**config.mk**
```make
export PLATFORM = sky130hd
export DESIGN_NAME = spi_reg_bridge
export DESIGN_NICKNAME = d
export VERILOG_FILES = /design/src/rtl/spi_reg_pkg.sv /design/src/rtl/spi_reg_bridge_sync_edge_detect.sv /design/src/rtl/spi_reg_bridge.sv
export SDC_FILE = /design/constraint.sdc
export NUM_CORES = 1
export LEC_CHECK = 0
export CORE_MARGIN = 2
export CORE_UTILIZATION = 45
export CTS_CLUSTER_SIZE = 30
export DETAILED_ROUTE_END_ITERATION = 12
export PLACE_DENSITY = 0.67
export REMOVE_ABC_BUFFERS = 1
export SETUP_SLACK_MARGIN = 0.3
export SLEW_MARGIN = 30
export SYNTH_ARGS = -nofsm -noshare
export SYNTH_HDL_FRONTEND = slang
export SYNTH_HIERARCHICAL = 1
export SYNTH_SLANG_ARGS = --single-unit
```
**constraint.sdc**
```tcl
create_clock -name clk_i -period 3.8 [get_ports clk_i]
set_clock_uncertainty 0.05 [all_clocks]
set_input_delay 0.76 -clock clk_i [delete_from_list [all_inputs] [get_ports clk_i]]
set_output_delay 0.76 -clock clk_i [all_outputs]
set_load 0.01 [all_outputs]
```
**src/rtl/spi_reg_pkg.sv**
```systemverilog
// Shared constants and FSM encoding for the SPI-to-register-map bridge.
`timescale 1ns/1ps

package spi_reg_pkg;

    localparam int BYTE_BITS = 8;
    localparam int RW_BIT    = 7;
    localparam int BIT_CNT_W = $clog2(BYTE_BITS);

    // Plain sized constants keep the encoding visible to older tooling and waveforms.
    typedef logic [2:0] state_t;
    localparam state_t ST_IDLE     = 3'd0;
    localparam state_t ST_CMD      = 3'd1;
    localparam state_t ST_RD_WAIT  = 3'd2;
    localparam state_t ST_RD_SHIFT = 3'd3;
    localparam state_t ST_WR_SHIFT = 3'd4;
    localparam state_t ST_WR_PULSE = 3'd5;

    function automatic logic [BYTE_BITS-1:0] shift_in(input logic [BYTE_BITS-1:0] cur,
                                                      input logic                 bit_i);
        return {cur[BYTE_BITS-2:0], bit_i};
    endfunction

endpackage

```
**src/rtl/spi_reg_bridge_sync_edge_detect.sv**
```systemverilog
// N-stage synchronizer for one asynchronous input plus registered-level edge pulses.
`timescale 1ns/1ps

module sync_edge_detect #(
    parameter int STAGES = 2
) (
    input  logic clk_i,
    input  logic rst_n,
    input  logic sig_i,
    output logic level_o,
    output logic rise_o,
    output logic fall_o
);

    logic [STAGES-1:0] sync_q, sync_d;
    logic              prev_q, prev_d;

    always_comb begin
        sync_d  = (sync_q << 1) | STAGES'(sig_i);
        prev_d  = sync_q[STAGES-1];
        level_o = sync_q[STAGES-1];
        rise_o  = sync_q[STAGES-1] & ~prev_q;
        fall_o  = ~sync_q[STAGES-1] & prev_q;
    end

    // Clearing to 0 means a chip select already low through reset never looks like
    // a fresh falling edge; a spurious rise while idle is harmless.
    always_ff @(posedge clk_i) begin
        if (!rst_n) begin
            sync_q <= '0;
            prev_q <= 1'b0;
        end else begin
            sync_q <= sync_d;
            prev_q <= prev_d;
        end
    end

endmodule

```
**src/rtl/spi_reg_bridge.sv**
```systemverilog
// SPI mode-0 slave front-end that turns host frames into register-map reads and writes,
// with auto-incrementing bursts inside one chip-select frame.
`timescale 1ns/1ps

module spi_reg_bridge
    import spi_reg_pkg::*;
#(
    parameter int ADDR_WIDTH  = 7,
    parameter int DATA_WIDTH  = 8,
    parameter int SYNC_STAGES = 2,
    parameter int READ_LAT    = 3,
    parameter int WR_HOLD     = 4
) (
    input  logic                  clk_i,
    input  logic                  rst_n,
    input  logic                  spi_sclk_i,
    input  logic                  spi_cs_n_i,
    input  logic                  spi_mosi_i,
    output logic                  spi_miso_o,
    output logic [ADDR_WIDTH-1:0] addr_o,
    output logic [DATA_WIDTH-1:0] write_data_o,
    output logic                  write_en_o,
    output logic                  read_en_o,
    input  logic [DATA_WIDTH-1:0] read_data_i,
    output logic                  busy_o
);

    localparam int LAT_W  = (READ_LAT > 1) ? $clog2(READ_LAT) : 1;
    localparam int HOLD_W = (WR_HOLD > 1) ? $clog2(WR_HOLD) : 1;
    localparam logic [LAT_W-1:0]     LAT_LAST  = LAT_W'(READ_LAT - 1);
    localparam logic [HOLD_W-1:0]    HOLD_LAST = HOLD_W'(WR_HOLD - 1);
    localparam logic [BIT_CNT_W-1:0] BIT_LAST  = BIT_CNT_W'(BYTE_BITS - 1);

    logic sclk_rise, sclk_fall, cs_rise, cs_fall, mosi_lvl;
    logic sclk_lvl_unused, cs_lvl_unused, mosi_rise_unused, mosi_fall_unused;

    sync_edge_detect #(.STAGES(SYNC_STAGES)) u_sync_sclk (
        .clk_i(clk_i), .rst_n(rst_n), .sig_i(spi_sclk_i),
        .level_o(sclk_lvl_unused), .rise_o(sclk_rise), .fall_o(sclk_fall)
    );

    sync_edge_detect #(.STAGES(SYNC_STAGES)) u_sync_cs (
        .clk_i(clk_i), .rst_n(rst_n), .sig_i(spi_cs_n_i),
        .level_o(cs_lvl_unused), .rise_o(cs_rise), .fall_o(cs_fall)
    );

    sync_edge_detect #(.STAGES(SYNC_STAGES)) u_sync_mosi (
        .clk_i(clk_i), .rst_n(rst_n), .sig_i(spi_mosi_i),
        .level_o(mosi_lvl), .rise_o(mosi_rise_unused), .fall_o(mosi_fall_unused)
    );

    state_t                state_q, state_d;
    logic [BIT_CNT_W-1:0]  bit_cnt_q, bit_cnt_d;
    logic [DATA_WIDTH-1:0] rx_q, rx_d;
    logic [DATA_WIDTH-1:0] tx_q, tx_d;
    logic [ADDR_WIDTH-1:0] addr_q, addr_d;
    logic [DATA_WIDTH-1:0] wdata_q, wdata_d;
    logic                  wen_q, wen_d;
    logic                  ren_q, ren_d;
    logic                  miso_q, miso_d;
    logic [LAT_W-1:0]      lat_cnt_q, lat_cnt_d;
    logic [HOLD_W-1:0]     hold_cnt_q, hold_cnt_d;
    logic                  end_pend_q, end_pend_d;

    logic [DATA_WIDTH-1:0] rx_byte;
    logic                  last_bit;

    always_comb begin
        // NOTE: every *_d starts from its *_q so no path leaves a variable unassigned,
        // which would otherwise infer a latch.
        state_d    = state_q;
        bit_cnt_d  = bit_cnt_q;
        rx_d       = rx_q;
        tx_d       = tx_q;
        addr_d     = addr_q;
        wdata_d    = wdata_q;
        wen_d      = wen_q;
        ren_d      = ren_q;
        miso_d     = miso_q;
        lat_cnt_d  = lat_cnt_q;
        hold_cnt_d = hold_cnt_q;
        end_pend_d = end_pend_q;

        rx_byte  = shift_in(rx_q, mosi_lvl);
        last_bit = (bit_cnt_q == BIT_LAST);

        // Frame end outside a write pulse drops any partial byte immediately.
        if (cs_rise && state_q != ST_IDLE && state_q != ST_WR_PULSE) begin
            state_d = ST_IDLE;
            ren_d   = 1'b0;
            wen_d   = 1'b0;
            miso_d  = 1'b0;
        end else begin
            case (state_q)
                ST_IDLE: begin
                    miso_d = 1'b0;
                    ren_d  = 1'b0;
                    wen_d  = 1'b0;
                    if (cs_fall) begin
                        bit_cnt_d = '0;
                        rx_d      = '0;
                        state_d   = ST_CMD;
                    end
                end

                ST_CMD: begin
                    if (sclk_rise) begin
                        rx_d      = rx_byte;
                        bit_cnt_d = bit_cnt_q + BIT_CNT_W'(1);
                        if (last_bit) begin
                            addr_d = rx_byte[ADDR_WIDTH-1:0];
                            if (rx_byte[RW_BIT]) begin
                                ren_d     = 1'b1;
                                lat_cnt_d = '0;
                                state_d   = ST_RD_WAIT;
                            end else begin
                                state_d = ST_WR_SHIFT;
                            end
                        end
                    end
                end

                ST_RD_WAIT: begin
                    if (lat_cnt_q == LAT_LAST) begin
                        tx_d      = read_data_i;
                        miso_d    = read_data_i[DATA_WIDTH-1];
                        bit_cnt_d = '0;
                        state_d   = ST_RD_SHIFT;
                    end else begin
                        lat_cnt_d = lat_cnt_q + LAT_W'(1);
                    end
                end

                ST_RD_SHIFT: begin
                    // The MSB is already on miso; falls before the first rise of the
                    // byte (the tail of the previous byte) must not shift.
                    if (sclk_rise) begin
                        bit_cnt_d = bit_cnt_q + BIT_CNT_W'(1);
                        if (last_bit) begin
                            addr_d    = addr_q + ADDR_WIDTH'(1);
                            lat_cnt_d = '0;
                            state_d   = ST_RD_WAIT;
                        end
                    end else if (sclk_fall && bit_cnt_q != '0) begin
                        tx_d   = tx_q << 1;
                        miso_d = tx_q[DATA_WIDTH-2];
                    end
                end

                ST_WR_SHIFT: begin
                    if (sclk_rise) begin
                        rx_d      = rx_byte;
                        bit_cnt_d = bit_cnt_q + BIT_CNT_W'(1);
                        if (last_bit) begin
                            wdata_d    = rx_byte;
                            wen_d      = 1'b1;
                            hold_cnt_d = '0;
                            end_pend_d = 1'b0;
                            state_d    = ST_WR_PULSE;
                        end
                    end
                end

                ST_WR_PULSE: begin
                    // A frame end here is remembered so the strobe always runs full length.
                    end_pend_d = end_pend_q | cs_rise;
                    if (hold_cnt_q == HOLD_LAST) begin
                        wen_d     = 1'b0;
                        addr_d    = addr_q + ADDR_WIDTH'(1);
                        bit_cnt_d = '0;
                        state_d   = (end_pend_q || cs_rise) ? ST_IDLE : ST_WR_SHIFT;
                    end else begin
                        hold_cnt_d = hold_cnt_q + HOLD_W'(1);
                    end
                end

                default: begin
                    state_d = ST_IDLE;
                    ren_d   = 1'b0;
                    wen_d   = 1'b0;
                    miso_d  = 1'b0;
                end
            endcase
        end
    end

    // NOTE: state updates use non-blocking assignments so every flop samples
    // pre-edge values regardless of statement order.
    always_ff @(posedge clk_i) begin
        if (!rst_n) begin
            state_q    <= ST_IDLE;
            bit_cnt_q  <= '0;
            rx_q       <= '0;
            tx_q       <= '0;
            addr_q     <= '0;
            wdata_q    <= '0;
            wen_q      <= 1'b0;
            ren_q      <= 1'b0;
            miso_q     <= 1'b0;
            lat_cnt_q  <= '0;
            hold_cnt_q <= '0;
            end_pend_q <= 1'b0;
        end else begin
            state_q    <= state_d;
            bit_cnt_q  <= bit_cnt_d;
            rx_q       <= rx_d;
            tx_q       <= tx_d;
            addr_q     <= addr_d;
            wdata_q    <= wdata_d;
            wen_q      <= wen_d;
            ren_q      <= ren_d;
            miso_q     <= miso_d;
            lat_cnt_q  <= lat_cnt_d;
            hold_cnt_q <= hold_cnt_d;
            end_pend_q <= end_pend_d;
        end
    end

    assign spi_miso_o   = miso_q;
    assign addr_o       = addr_q;
    assign write_data_o = wdata_q;
    assign write_en_o   = wen_q;
    assign read_en_o    = ren_q;
    assign busy_o       = (state_q != ST_IDLE);

endmodule

```
==> metrics.yaml <==
critical_path:
  crit_fanout: 25
  crit_end: "busy_o"
  rr_endpoint: "write_data_o[3]"
  critical_path_class: "reg2out"
  rrSetupSlack_ns: 1.50
  endpoint_kind: "output pin"
  r2r_start: "state_q[2]"
  worst-endpoint-required_ns: 2.99
  critPathLaunchType: "flop"
  startpoint: "state_q[2]"
  crit_arrival_ns: 1.96
  reg2reg_depth: 4
clocking:
  cts.htree.levels: 2
  hold_buffers: 0
  cts_buffer_depth: 2
  clk_latency_ns: 0.31
  ctsResizeCount: 0
  clock-sinks: 51
  clk_pin_slew_ns: 0.09
  root_buffer: "clkbuf_8"
  cts_buffers: 5
  cts_tree: "yes"
  post-cts-setup-buffers: 0
place:
  dp_hpwl_microns: 4000
  pre_cts_ws_ns: 1.23
  portBuffers: 31
  place.gp.congestion: 0.789
sta:
  timing_hold_violations_final: 0
  setup-violations-final: 0
  max_slew_margin_pct: 47.6
  post-route-min-period_ns: 2.77
  fin_tns_setup_ns: 0
  rsz0062_at_grt: "no"
  maxSlewViolCount: 0
  max_freq_ghz: 0.361
  worst_pin_slew_ns: 0.786
  fin_ws_ns: 1.03
  fin_crit_sh_pct: 72.8
grt:
  grt_start_max_net_pins: 33
  grt_usage_pct: 19.1
  grt_pass1_wl_microns: 9710
  grt_pass1_vias: 2057
  antenna_found_initial: 0
  grt-ovfl-total: 0
synthesis:
  synth_area_sq_um: 2620
  avgSynthCellArea_sq_um: 8.60
  syn_inst: 305
  yosys_warnings: 6
job:
  drv_cap: 0
floorplanning:
  coreArea_sq_um: 5570
  io_pins: 32
  chipWidth_microns: 80.3
  fp.dieArea_sq_um: 6450
  start_util_pct: 47.0
  rows: 27
  die_y_microns: 80.3
detailed_routing:
  drt_iter0_markers: 138
  antenna_left: 0
  vias_per_cell: 5.50
  wl_per_cell_microns: 14.1
  route.detailed.drc: 0
  num_vias: 2222
  totalWireLength_microns: 5710
  dr.pass1.iters: 4
pwr:
  power_mw: 1.23
  seq_power_share_pct: 45.5
  p_leak_nw: 1.07
  cellInternalPower_mw: 0.861
  p_per_area_nw_per_um2: 400
  peakVddDrop_uv: 214
  switching_share_pct: 30.3
  switchingPower_mw: 0.374
  p_comb_share_pct: 22.6
  clockPowerShare_pct: 31.8
cells_and_area:
  area_growth_pct: 17.8
  final_nets: 350
  layout-drive-gt1-share_pct: 7.83
  insertedDiodeCount: 0
outcome:
  status: "finished, final reports clean"
hold_path:
  min_path_type: "reg2reg"
how the worst min path moves through the flow:
stage | startpoint | end | slack [ns] | cells after the start
after detailed placement | u_sync_mosi/sync_q[0] | u_sync_mosi/sync_q[1] | 0.37 | 1
after global placement | u_sync_mosi/sync_q[0] | u_sync_mosi/sync_q[1] | 0.36 | 1
after CTS | u_sync_cs/sync_q[0] | u_sync_cs/sync_q[1] | 0.40 | 1
after floorplan | u_sync_cs/sync_q[0] | u_sync_cs/sync_q[1] | 0.36 | 1
final | u_sync_cs/sync_q[0] | u_sync_cs/sync_q[1] | 0.39 | 1
after global routing | u_sync_mosi/sync_q[0] | u_sync_mosi/sync_q[1] | 0.41 | 1
routing by layer:
metal / GRT usage [%] / vias to the layer above / wire length [microns]
li1: - / 1123 / -
met1: 26.3 / 1051 / 2690
met2: 30.1 / 40 / 2750
met3: 3.82 / 8 / 182
met4: 5.59 / 0 / 85
met5: 0 / - / 0
cell type report:
| type | count | area, sq um |
|---|---|---|
| fillers | 532 | 2480 |
| multi-input cells | 227 | 1480 |
| flip-flops and latches | 51 | 1020 |
| repair buffers | 36 | 348 |
| well taps | 72 | 90.1 |
| clock buffers | 5 | 68.8 |
| clock inverters | 3 | 47.5 |
| inverters | 10 | 37.5 |
placed cells by master (no fill, tap or decap), types with 3 or more instances in the layout:
cell type / count
a311oi_1: 3
clkdlybuf4s50_1: 31
nor2_1: 27
a22oi_1: 3
inv_1: 10
o21ai_0: 14
nand2_1: 43
clkbuf_8: 5
dfxtp_1: 51
o211ai_1: 3
nor2b_1: 13
a31oi_1: 3
a311oi_2: 3
a21oi_1: 12
mux2i_1: 28
and3b_1: 3
buf_4: 5
and2_1: 11
nor3_1: 6
nand2b_1: 4
nand3_1: 10
ha_1: 6
registers in the layout, summed over array words and instances, names as in the netlist:
name / cells
write_data_o: 8
addr_o: 7
rx_q: 7
tx_q: 7
bit_cnt_q: 3
state_q: 3
hold_cnt_q: 2
lat_cnt_q: 2
u_sync_cs/sync_q: 2
u_sync_mosi/sync_q: 2
u_sync_sclk/sync_q: 2
end_pend_q: 1
read_en_o: 1
spi_miso_o: 1
u_sync_cs/prev_q: 1
u_sync_sclk/prev_q: 1
write_en_o: 1
per-stage QoR:
| stage | area, sq um | hold slack, ns | util, % | cells |
|---|---|---|---|---|
| finish | 3090 | 0.393 | 55.4 | 404 |
| floorplan | 2530 | 0.362 | - | 288 |
| global placement | 2970 | 0.364 | 53.3 | 396 |
| detailed placement | 2970 | 0.373 | 53.3 | 396 |
| global route | 3090 | 0.412 | 55.4 | 404 |
| CTS | 3090 | 0.399 | 55.4 | 404 |
worst max-delay path, cell delays in order, from the launching register on:
cell,delay (ns)
dfxtp_1,0.84
nor2_1,0.16
nand2_1,0.12
clkdlybuf4s50_1,0.53
power by group through the flow:
stage | combinational, mW | clock [mW] | sequential (mW)
2_1_floorplan | 0.166 | 0 | 0.596
3_3_place_gp | 0.276 | 0 | 0.574
3_5_place_dp | 0.278 | 0 | 0.574
4_1_cts | 0.279 | 0.402 | 0.562
5_1_grt | 0.309 | 0.421 | 0.566
6_report | 0.280 | 0.393 | 0.562
Power figures use the tool's default switching activity.
